**src/rtl/cpuif_rr_arbiter.sv**
```systemverilog
// cpuif_rr_arbiter: shares one regblock generic CPU interface between N_REQ
// requesters. Round-robin grant, one transaction outstanding, response routed
// to the issuing requester only. All outputs are registered.
//
// Ports:
//   clk, arst_n                       clock, async active-low reset
//   req_vld/req_is_wr                 per-requester valid / write flag
//   req_addr/req_wr_data/req_wr_biten packed payloads, requester i at [i*W +: W]
//   req_accept                        1-cycle pulse, request latched
//   rsp_ack/rsp_err/rsp_rd_data       1-cycle completion to grantee
//   cpuif_*                           regblock generic CPU interface
//   grant_id                          current/last grantee
//   busy                              FSM not idle
//   timeout_evt                       1-cycle pulse on forced completion
//
// Build option: define CPUIF_ARB_TIMEOUT_EN to force an error completion after
// TIMEOUT_CYCLES cycles in ISSUE+WAIT. Undefined: waits indefinitely.
module cpuif_rr_arbiter #(
  parameter int unsigned N_REQ          = 4,
  parameter int unsigned ADDR_W         = 32,
  parameter int unsigned DATA_W         = 32,
  parameter int unsigned TIMEOUT_CYCLES = 256
) (
  input  logic                       clk,
  input  logic                       arst_n,
  input  logic [N_REQ-1:0]           req_vld,
  input  logic [N_REQ-1:0]           req_is_wr,
  input  logic [N_REQ*ADDR_W-1:0]    req_addr,
  input  logic [N_REQ*DATA_W-1:0]    req_wr_data,
  input  logic [N_REQ*DATA_W-1:0]    req_wr_biten,
  output logic [N_REQ-1:0]           req_accept,
  output logic [N_REQ-1:0]           rsp_ack,
  output logic                       rsp_err,
  output logic [DATA_W-1:0]          rsp_rd_data,
  output logic                       cpuif_req,
  output logic                       cpuif_req_is_wr,
  output logic [ADDR_W-1:0]          cpuif_addr,
  output logic [DATA_W-1:0]          cpuif_wr_data,
  output logic [DATA_W-1:0]          cpuif_wr_biten,
  input  logic                       cpuif_req_stall_wr,
  input  logic                       cpuif_req_stall_rd,
  input  logic                       cpuif_rd_ack,
  input  logic                       cpuif_rd_err,
  input  logic [DATA_W-1:0]          cpuif_rd_data,
  input  logic                       cpuif_wr_ack,
  input  logic                       cpuif_wr_err,
  output logic [$clog2(N_REQ)-1:0]   grant_id,
  output logic                       busy,
  output logic                       timeout_evt
);

  localparam int unsigned IDX_W = $clog2(N_REQ);

  if (N_REQ < 2 || N_REQ > 16 || TIMEOUT_CYCLES < 1) begin : g_bad_cfg
    $error("cpuif_rr_arbiter: unsupported parameter set");
  end

  typedef enum logic [1:0] {
    IDLE  = 2'd0,
    ISSUE = 2'd1,
    WAIT  = 2'd2
  } state_t;

  state_t           state, state_nxt;
  logic [IDX_W-1:0] ptr;
  logic [IDX_W-1:0] arb_idx;
  logic             arb_found;
  logic             do_grant, do_done, do_timeout;
  logic             stall, match_ack, match_err;

  // The latched payload registers double as the cpuif outputs.
  assign stall     = cpuif_req_is_wr ? cpuif_req_stall_wr : cpuif_req_stall_rd;
  assign match_ack = cpuif_req_is_wr ? cpuif_wr_ack : cpuif_rd_ack;
  assign match_err = cpuif_req_is_wr ? cpuif_wr_err : cpuif_rd_err;

  // Search from ptr+1 upward, wrapping; first set bit wins.
  always_comb begin : arb
    int unsigned cand;
    arb_found = 1'b0;
    arb_idx   = '0;
    cand      = 0;
    for (int unsigned i = 1; i <= N_REQ; i++) begin
      cand = 32'(ptr) + i;
      if (cand >= N_REQ) cand = cand - N_REQ;
      if (!arb_found && req_vld[cand[IDX_W-1:0]]) begin
        arb_found = 1'b1;
        arb_idx   = cand[IDX_W-1:0];
      end
    end
  end

`ifdef CPUIF_ARB_TIMEOUT_EN
  localparam int unsigned TMO_W = $clog2(TIMEOUT_CYCLES + 1);
  logic [TMO_W-1:0] tmo_cnt;

  always_ff @(posedge clk or negedge arst_n) begin
    if (!arst_n) begin
      tmo_cnt     <= '0;
      timeout_evt <= 1'b0;
    end else begin
      timeout_evt <= do_timeout;
      if (do_grant)
        tmo_cnt <= '0;
      else if (state != IDLE)
        tmo_cnt <= tmo_cnt + TMO_W'(1);
    end
  end
`else
  assign timeout_evt = 1'b0;
`endif

  always_ff @(posedge clk or negedge arst_n) begin
    if (!arst_n) state <= IDLE;
    else         state <= state_nxt;
  end

  always_comb begin
    state_nxt  = state;
    do_grant   = 1'b0;
    do_done    = 1'b0;
    do_timeout = 1'b0;
    case (state)
      IDLE: begin
        if (arb_found) begin
          do_grant  = 1'b1;
          state_nxt = ISSUE;
        end
      end
      ISSUE: begin
        // An ack while stalled is not a completion; only the accepting edge counts.
        if (!stall) begin
          if (match_ack) begin
            do_done   = 1'b1;
            state_nxt = IDLE;
          end else begin
            state_nxt = WAIT;
          end
        end
      end
      WAIT: begin
        if (match_ack) begin
          do_done   = 1'b1;
          state_nxt = IDLE;
        end
      end
      default: state_nxt = IDLE;
    endcase
`ifdef CPUIF_ARB_TIMEOUT_EN
    // A real completion on the timeout edge takes precedence.
    if (state != IDLE && !do_done && tmo_cnt == TMO_W'(TIMEOUT_CYCLES - 1)) begin
      do_timeout = 1'b1;
      state_nxt  = IDLE;
    end
`endif
  end

  always_ff @(posedge clk or negedge arst_n) begin
    if (!arst_n) begin
      ptr             <= IDX_W'(N_REQ - 1);
      grant_id        <= '0;
      req_accept      <= '0;
      rsp_ack         <= '0;
      rsp_err         <= 1'b0;
      rsp_rd_data     <= '0;
      cpuif_req       <= 1'b0;
      cpuif_req_is_wr <= 1'b0;
      cpuif_addr      <= '0;
      cpuif_wr_data   <= '0;
      cpuif_wr_biten  <= '0;
      busy            <= 1'b0;
    end else begin
      req_accept  <= '0;
      rsp_ack     <= '0;
      rsp_err     <= 1'b0;
      rsp_rd_data <= '0;
      cpuif_req   <= (state_nxt == ISSUE);
      busy        <= (state_nxt != IDLE);
      if (do_grant) begin
        req_accept[arb_idx] <= 1'b1;
        ptr                 <= arb_idx;
        grant_id            <= arb_idx;
        cpuif_req_is_wr     <= req_is_wr[arb_idx];
        cpuif_addr          <= req_addr[32'(arb_idx) * ADDR_W +: ADDR_W];
        cpuif_wr_data       <= req_wr_data[32'(arb_idx) * DATA_W +: DATA_W];
        cpuif_wr_biten      <= req_wr_biten[32'(arb_idx) * DATA_W +: DATA_W];
      end
      if (do_done) begin
        rsp_ack[ptr] <= 1'b1;
        rsp_err      <= match_err;
        rsp_rd_data  <= cpuif_req_is_wr ? '0 : cpuif_rd_data;
      end
      if (do_timeout) begin
        rsp_ack[ptr] <= 1'b1;
        rsp_err      <= 1'b1;
      end
    end
  end

endmodule

```
**config.mk**
```make
export PLATFORM = sky130hd
export DESIGN_NAME = cpuif_rr_arbiter
export DESIGN_NICKNAME = d
export VERILOG_FILES = /design/src/rtl/cpuif_rr_arbiter.sv
export SDC_FILE = /design/constraint.sdc
export NUM_CORES = 1
export LEC_CHECK = 0
export BUFFER_PORTS_ARGS = -buffer_cell sky130_fd_sc_hd__buf_2
export CORE_AREA = 2 2 223 225
export CTS_CLUSTER_DIAMETER = 80
export DETAILED_ROUTE_END_ITERATION = 8
export DIE_AREA = 0 0 225 227
export GPL_TIMING_DRIVEN = 0
export PLACE_DENSITY = 0.43
export SLEW_MARGIN = 30
export SYNTH_ARGS = -nofsm -noshare
export SYNTH_HDL_FRONTEND = slang
export SYNTH_SLANG_ARGS = --single-unit
```
**constraint.sdc**
```tcl
create_clock -name clk -period 4.6 [get_ports clk]
set_input_delay 0.92 -clock clk [delete_from_list [all_inputs] [get_ports clk]]
set_output_delay 0.92 -clock clk [all_outputs]
set_load 0.005 [all_outputs]
```
; Word level (Yosys, flattened, before mapping)
; Cells that the tools add are included.
[totals]
regBits = 146
output_inout_bits = 143
wordCells = 93
[classes]
n_addsub = 8
magnitude_cmp = 12
eq_ne = 3
n_shift = 3
mux = 44
n_reduce_logical = 10
[op_table]
columns = operator, n
row1 = variable part select 128 x 8 -> 32 bit, 3
row2 = two-way mux 32 bit, 2
row3 = two-way mux 2 bit, 12
row4 = two-way mux 1 bit, 19
row5 = less-than comparator 2 x 3 -> 1 bit (second input constant), 6
row6 = binary-select mux 1 bit (select 2 bit), 5
row7 = >= comparator 3 bit (second input constant), 3
row8 = two-way mux 4 bit, 2
row9 = subtractor 2 x 1 -> 2 bit (second input constant), 4
row10 = adder 2 x 2 -> 3 bit (second input constant), 2
row11 = case mux 2 bit (3 select lines), 1
row12 = logical AND 1 bit, 5
row13 = adder 2 x 3 -> 4 bit (second input constant), 1
row14 = demux 1 bit (select 2 bit), 2
row15 = equality test 2 x 1 -> 1 bit (second input constant), 2
row16 = >= comparator 2 x 1 -> 1 bit (second input constant), 2
row17 = >= comparator 4 x 3 -> 1 bit (second input constant), 1
row18 = adder 2 x 1 -> 3 bit (second input constant), 1
row19 = logical NOT 1 bit, 3
row20 = equality test 2 bit (second input constant), 1
row21 = logical NOT 2 bit, 1
row22 = case mux 1 bit (2 select lines), 1
row23 = nonzero test 2 bit, 1

; Longest topological paths before layout
[logic_depth]
word_depth = 20
mapped_depth = 12

; Worst setup path before layout
; No wires, ideal clock.
[synth_path]
path_type = reg-to-reg
start = register ptr[0]
end = register cpuif_wr_biten[15]
arrival_time_ps = 2985
required_time_ps = 4476
setup_slack_ps = 1491
stages_incl_launch_ff = 13
n_path_buf = 4
period_less_slack_ps = 3109
path_cell_list = dfstp_2 -> buf_2 -> buf_2 -> inv_1 -> ha_1 -> mux4_2 -> or3_1 -> a21o_1 -> buf_6 -> buf_2 -> nor2_1 -> nor3_1 -> a211o_1
[synth_between]
elab_chain_len = 17
[synth_lines]
columns = element, line_no
row1 = from (decl), 65  ; logic [IDX_W-1:0] ptr;
row2 = from (signal assigned), 159  ; ptr <= IDX_W'(N_REQ - 1);
row3 = from (signal assigned), 180  ; ptr <= arb_idx;
row4 = branches (longest 17 deep; another with adder 2 x 1 -> 3 bit), -
row5 = to (signal assigned), 185  ; cpuif_wr_biten <= req_wr_biten[32'(arb_idx) * DATA_W +: DATA_W];
row6 = to (decl), 39  ; output logic [DATA_W-1:0] cpuif_wr_biten,
; Several ways; the timed one is not identified. The select of a mux whose other input is x is not followed.
; A chain may end at the register's enable or synchronous reset.

; Final worst setup path
[layout_path]
start = register ptr[0]
end = register cpuif_addr[2]
[layout_between]
elab_chain_len = 17
[layout_lines]
columns = element, line_no
row1 = branches (longest 17 deep; another with adder 2 x 1 -> 3 bit), -
row2 = to (signal assigned), 183  ; cpuif_addr <= req_addr[32'(arb_idx) * ADDR_W +: ADDR_W];
row3 = to (decl), 37  ; output logic [ADDR_W-1:0] cpuif_addr,
; Several ways; the timed one is not identified. The select of a mux whose other input is x is not followed.

==> results.txt <==
- The routed design has 48.1 mm of wire.
- Total area of multi-input combinational cells: 0.00515 mm2
- Critical Path AT: 4.57 ns
- Clock Latency Late Sink: between 0.4 and 0.5 ns
- Post-synthesis cell type with the largest combined area: sky130_fd_sc_hd__dfrtp_1
* I/O pin count: ~580
- The final hold violation count came to 0.
- The worst setup path is captured at a flop.
* Sequential element share of the synthesized area: 39.4%
* Max-cap violations: 0
* Highest-count cells in the layout ignoring fill and taps: sky130_fd_sc_hd__buf_2, sky130_fd_sc_hd__nand2_1, sky130_fd_sc_hd__dfrtp_1, sky130_fd_sc_hd__nor2_1, sky130_fd_sc_hd__mux2i_1
* Iteration-0 DRC Markers: 587
* Clk buf depth: 2
* Syn Std Cell Area: 0.00929 mm2
- In the routed layout, each cell is associated on average with a via count of ~4.7.
* Area of the die: 0.0511 mm2
- Worst endpoint required time: 5.01 ns
* Number of placement rows: 81
- Leaving out fill and tap cells, the most frequent cell in the layout is sky130_fd_sc_hd__buf_2.
* Global router's overall resource usage: 18.4%
- The top cell type by area accounts for 38.8% of the synthesized area.
* Sw power: between 5 and 6 mW
- Vias in the first global route: 10,900
- Per report_power, the sequential group accounts for 19.6% of the total.
- Dividing the synthesized area by the synthesized cell count gives 8.86 um2.
- Share of post-route cells with drive strength above 1: approximately 39%
- Sum of overflow across all layers after global routing: 0
* Power Internal: 5.42 mW
- TritonCTS built the clock tree.
* Final period util: 90.6%
- Before antenna repair, the detailed router went through 5 iterations.
* IO buf count: 573
* Nets: 2,082
- Maximum vdd ir drop: 0.289 mV
- The max-slew violation count is 0.
- Outcome: complete, no violations
* F_max: 240 MHz
- Placeable Area: between 0.04 and 0.05 mm2
- Type of origin of the critical path: flop
* RSZ-0062 raised after global routing: false
- Summed over all cells, the static leakage comes to 7.09 nW.
* Clock Sinks: 146
- Antenna violations before repair: 9
- Hold WC Path Type: in -> async
- Counting distinct cell types in the post-synthesis netlist gives between 40 and 50.
- In the final layout, flip-flops and latches occupy 0.00366 mm2.
* Clk pwr share: 12.8%
- At the pin with the least slew margin, the transition time is 0.903 ns.
* Clock input transition at the sequential cells of the worst setup and hold paths: 0.07 ns
- Setup violations remaining at the end of the flow were counted as 0.
* Fill cell count: approximately 5,300
- Starting density of the core: a little under a fifth
* FF+latch count, synth: ~150
- At the end of routability-driven placement, the weighted congestion stood at 0.864.
* Final critical-path required period: around 4.2 ns
- Pin count of the biggest net entering global routing: 69
* Die H: 227 um
- The routed layout has 10,600 vias.
- Sum of negative setup slack: 0 ns
- Synthesized netlist cell count: 1,049
- Most area-consuming cells after synthesis: sky130_fd_sc_hd__dfrtp_1, sky130_fd_sc_hd__mux2i_1, sky130_fd_sc_hd__nand2_1
- The clock arrives with 0.0135 ns of skew.
* Yosys synthesis warning count: 0
- Crit-path max FO: 19
* Estimated wirelength of the detail-placed design: approximately 38 mm
* Number of H-tree levels: 4
- The root buffer cell chosen for the clock tree is sky130_fd_sc_hd__clkbuf_16.
- The floorplan step set the die width to 225 um.
* Remaining antenna violation count: 0
* Number of DRC violations after detailed routing: 0
- In this run switching power makes up 50.2% of total power.
- Syn-to-layout area delta: 45.9%
* Comb pwr share: 67.6%
- Average routed wire per standard cell: ~21 um
- The worst setup path is of the reg -> reg kind.
- Fraction of the core area covered by cells at the end of the flow: 27.9%
* Relative slew slack: 39.8%
- Power Dens Cells: 802 mW/mm2
- Gates resized, CTS repair: 0
- The number of nets handed over by synthesis was 1,489.
- Wire length of the first global-routing pass: 68.5 mm
- Num CTS Buffers: 17
[cells in the mapped netlist (all sizes together)]
cell and number:
a211o 51, a211oi 46, a21boi 1, a21o 4, a21oi 58, a22oi 1, a311oi 1, a32o 45
and2 36, buf 44, clkbuf 60, conb 1, dfrtp 144, dfstp 2, ha 8, inv 6
mux2 2, mux2i 100, mux4 4, nand2 153, nand2b 2, nand3 2, nor2 113, nor2b 50
nor3 51, nor3b 1, nor4 1, nor4b 1, o21a 2, o21ai 5, o21bai 1, o221ai 46
o22ai 1, o2bb2ai 1, o31a 1, or2 2, or3 1, xnor2 1
[layer usage]
metal / up-vias / wire, um / global-route usage [%] / part of all wire [%]
met5: - / 30 / 0 / 0.062
met4: 4 / 1250 / 6.67 / 2.6
met3: 71 / 3210 / 4.59 / 6.7
met2: 460 / 23900 / 32.4 / 50
met1: 5088 / 19700 / 21.6 / 41
li1: 5000 / - / - / -
[what timing repair did]
action / CTS / global route
endpoints found under the setup margin: 0 / 1
buffers inserted: 0 / 0
hold buffers: 0 / 0
[layout make-up]
type	instances	area share, %
Sequential cell	146	27.0
Tap cell	622	5.74
Timing Repair Buffer	575	21.6
Clock buffer	21	3.25
Inverter	6	0.166
Multi-Input combinational cell	793	38.0
Antenna cell	2	0.0369
Buffer	103	3.41
Clock inverter	11	0.803
[stage by stage]
stage | hold slack (ns) | total power, mW | std cells | instance area (um2) | setup WS [ns]
CTS | 0.205 | 11.1 | 2278 | 13600 | 0.0804
floorplan | 0.473 | 6.77 | 1049 | 9290 | 1.49
global placement | 0.466 | 9.62 | 2244 | 12900 | 0.0158
detailed placement | 0.468 | 9.65 | 2246 | 13000 | 0.112
global route | 0.218 | 11.8 | 2279 | 13600 | 0.104
finish | 0.252 | 10.9 | 2279 | 13600 | 0.435
[path summary, 6_finish.rpt]
kind / from / end / slack, ns / cells after the start
min: arst_n / cpuif_addr[29] / 0.25 / 1
min in group clk: grant_id[0] / grant_id[0] / 0.48 / 2
max: ptr[0] / cpuif_addr[2] / 0.43 / 12
max reg2reg: ptr[0] / cpuif_addr[2] / 0.43 / 12
max in group asynchronous: arst_n / cpuif_wr_biten[20] / 3.71 / 2
min reg2reg: grant_id[0] / grant_id[0] / 0.48 / 2
[logic make-up after synthesis]
kind of cell	after synthesis	synth area share, %
xor gates and xnor gates	1	0.0943
DFF	146	39.4
adders and majority gates	8	1.08
buffers and inverters	110	5.24
and+or+nand+nor	413	20.0
other	1	0.0404
AOI/OAI and AO/OA	264	22.2
muxes	106	12.0
[sequential cells by signal (all words and copies together), names as in the netlist]
name / count
rsp_ack: 4
state: 2
cpuif_req_is_wr: 1
cpuif_wr_data: 32
rsp_rd_data: 32
ptr: 2
grant_id: 2
cpuif_wr_biten: 32
busy: 1
req_accept: 4
cpuif_req: 1
cpuif_addr: 32
rsp_err: 1
[power by group through the flow]
stage	registers (mW)	logic [mW]	clock network [mW]
floorplan	2.16	4.61	0
global placement	2.14	7.48	0
detailed placement	2.14	7.51	0
CTS	2.13	7.53	1.46
global route	2.19	8.11	1.50
finish	2.13	7.35	1.39
[worst max-delay path: stages (launching register included)]
cell and delay [ns]:
sky130_fd_sc_hd__dfstp_2 0.55, sky130_fd_sc_hd__buf_2 0.20, sky130_fd_sc_hd__buf_2 0.29, sky130_fd_sc_hd__inv_1 0.18
sky130_fd_sc_hd__ha_1 0.44, sky130_fd_sc_hd__mux4_2 0.42, sky130_fd_sc_hd__a211oi_2 0.43, sky130_fd_sc_hd__a21o_1 0.28
sky130_fd_sc_hd__buf_6 0.35, sky130_fd_sc_hd__buf_2 0.39, sky130_fd_sc_hd__nand2_1 0.09, sky130_fd_sc_hd__a21oi_1 0.30
sky130_fd_sc_hd__a211o_1 0.14
No activity file was read; power rests on OpenSTA's default activity.
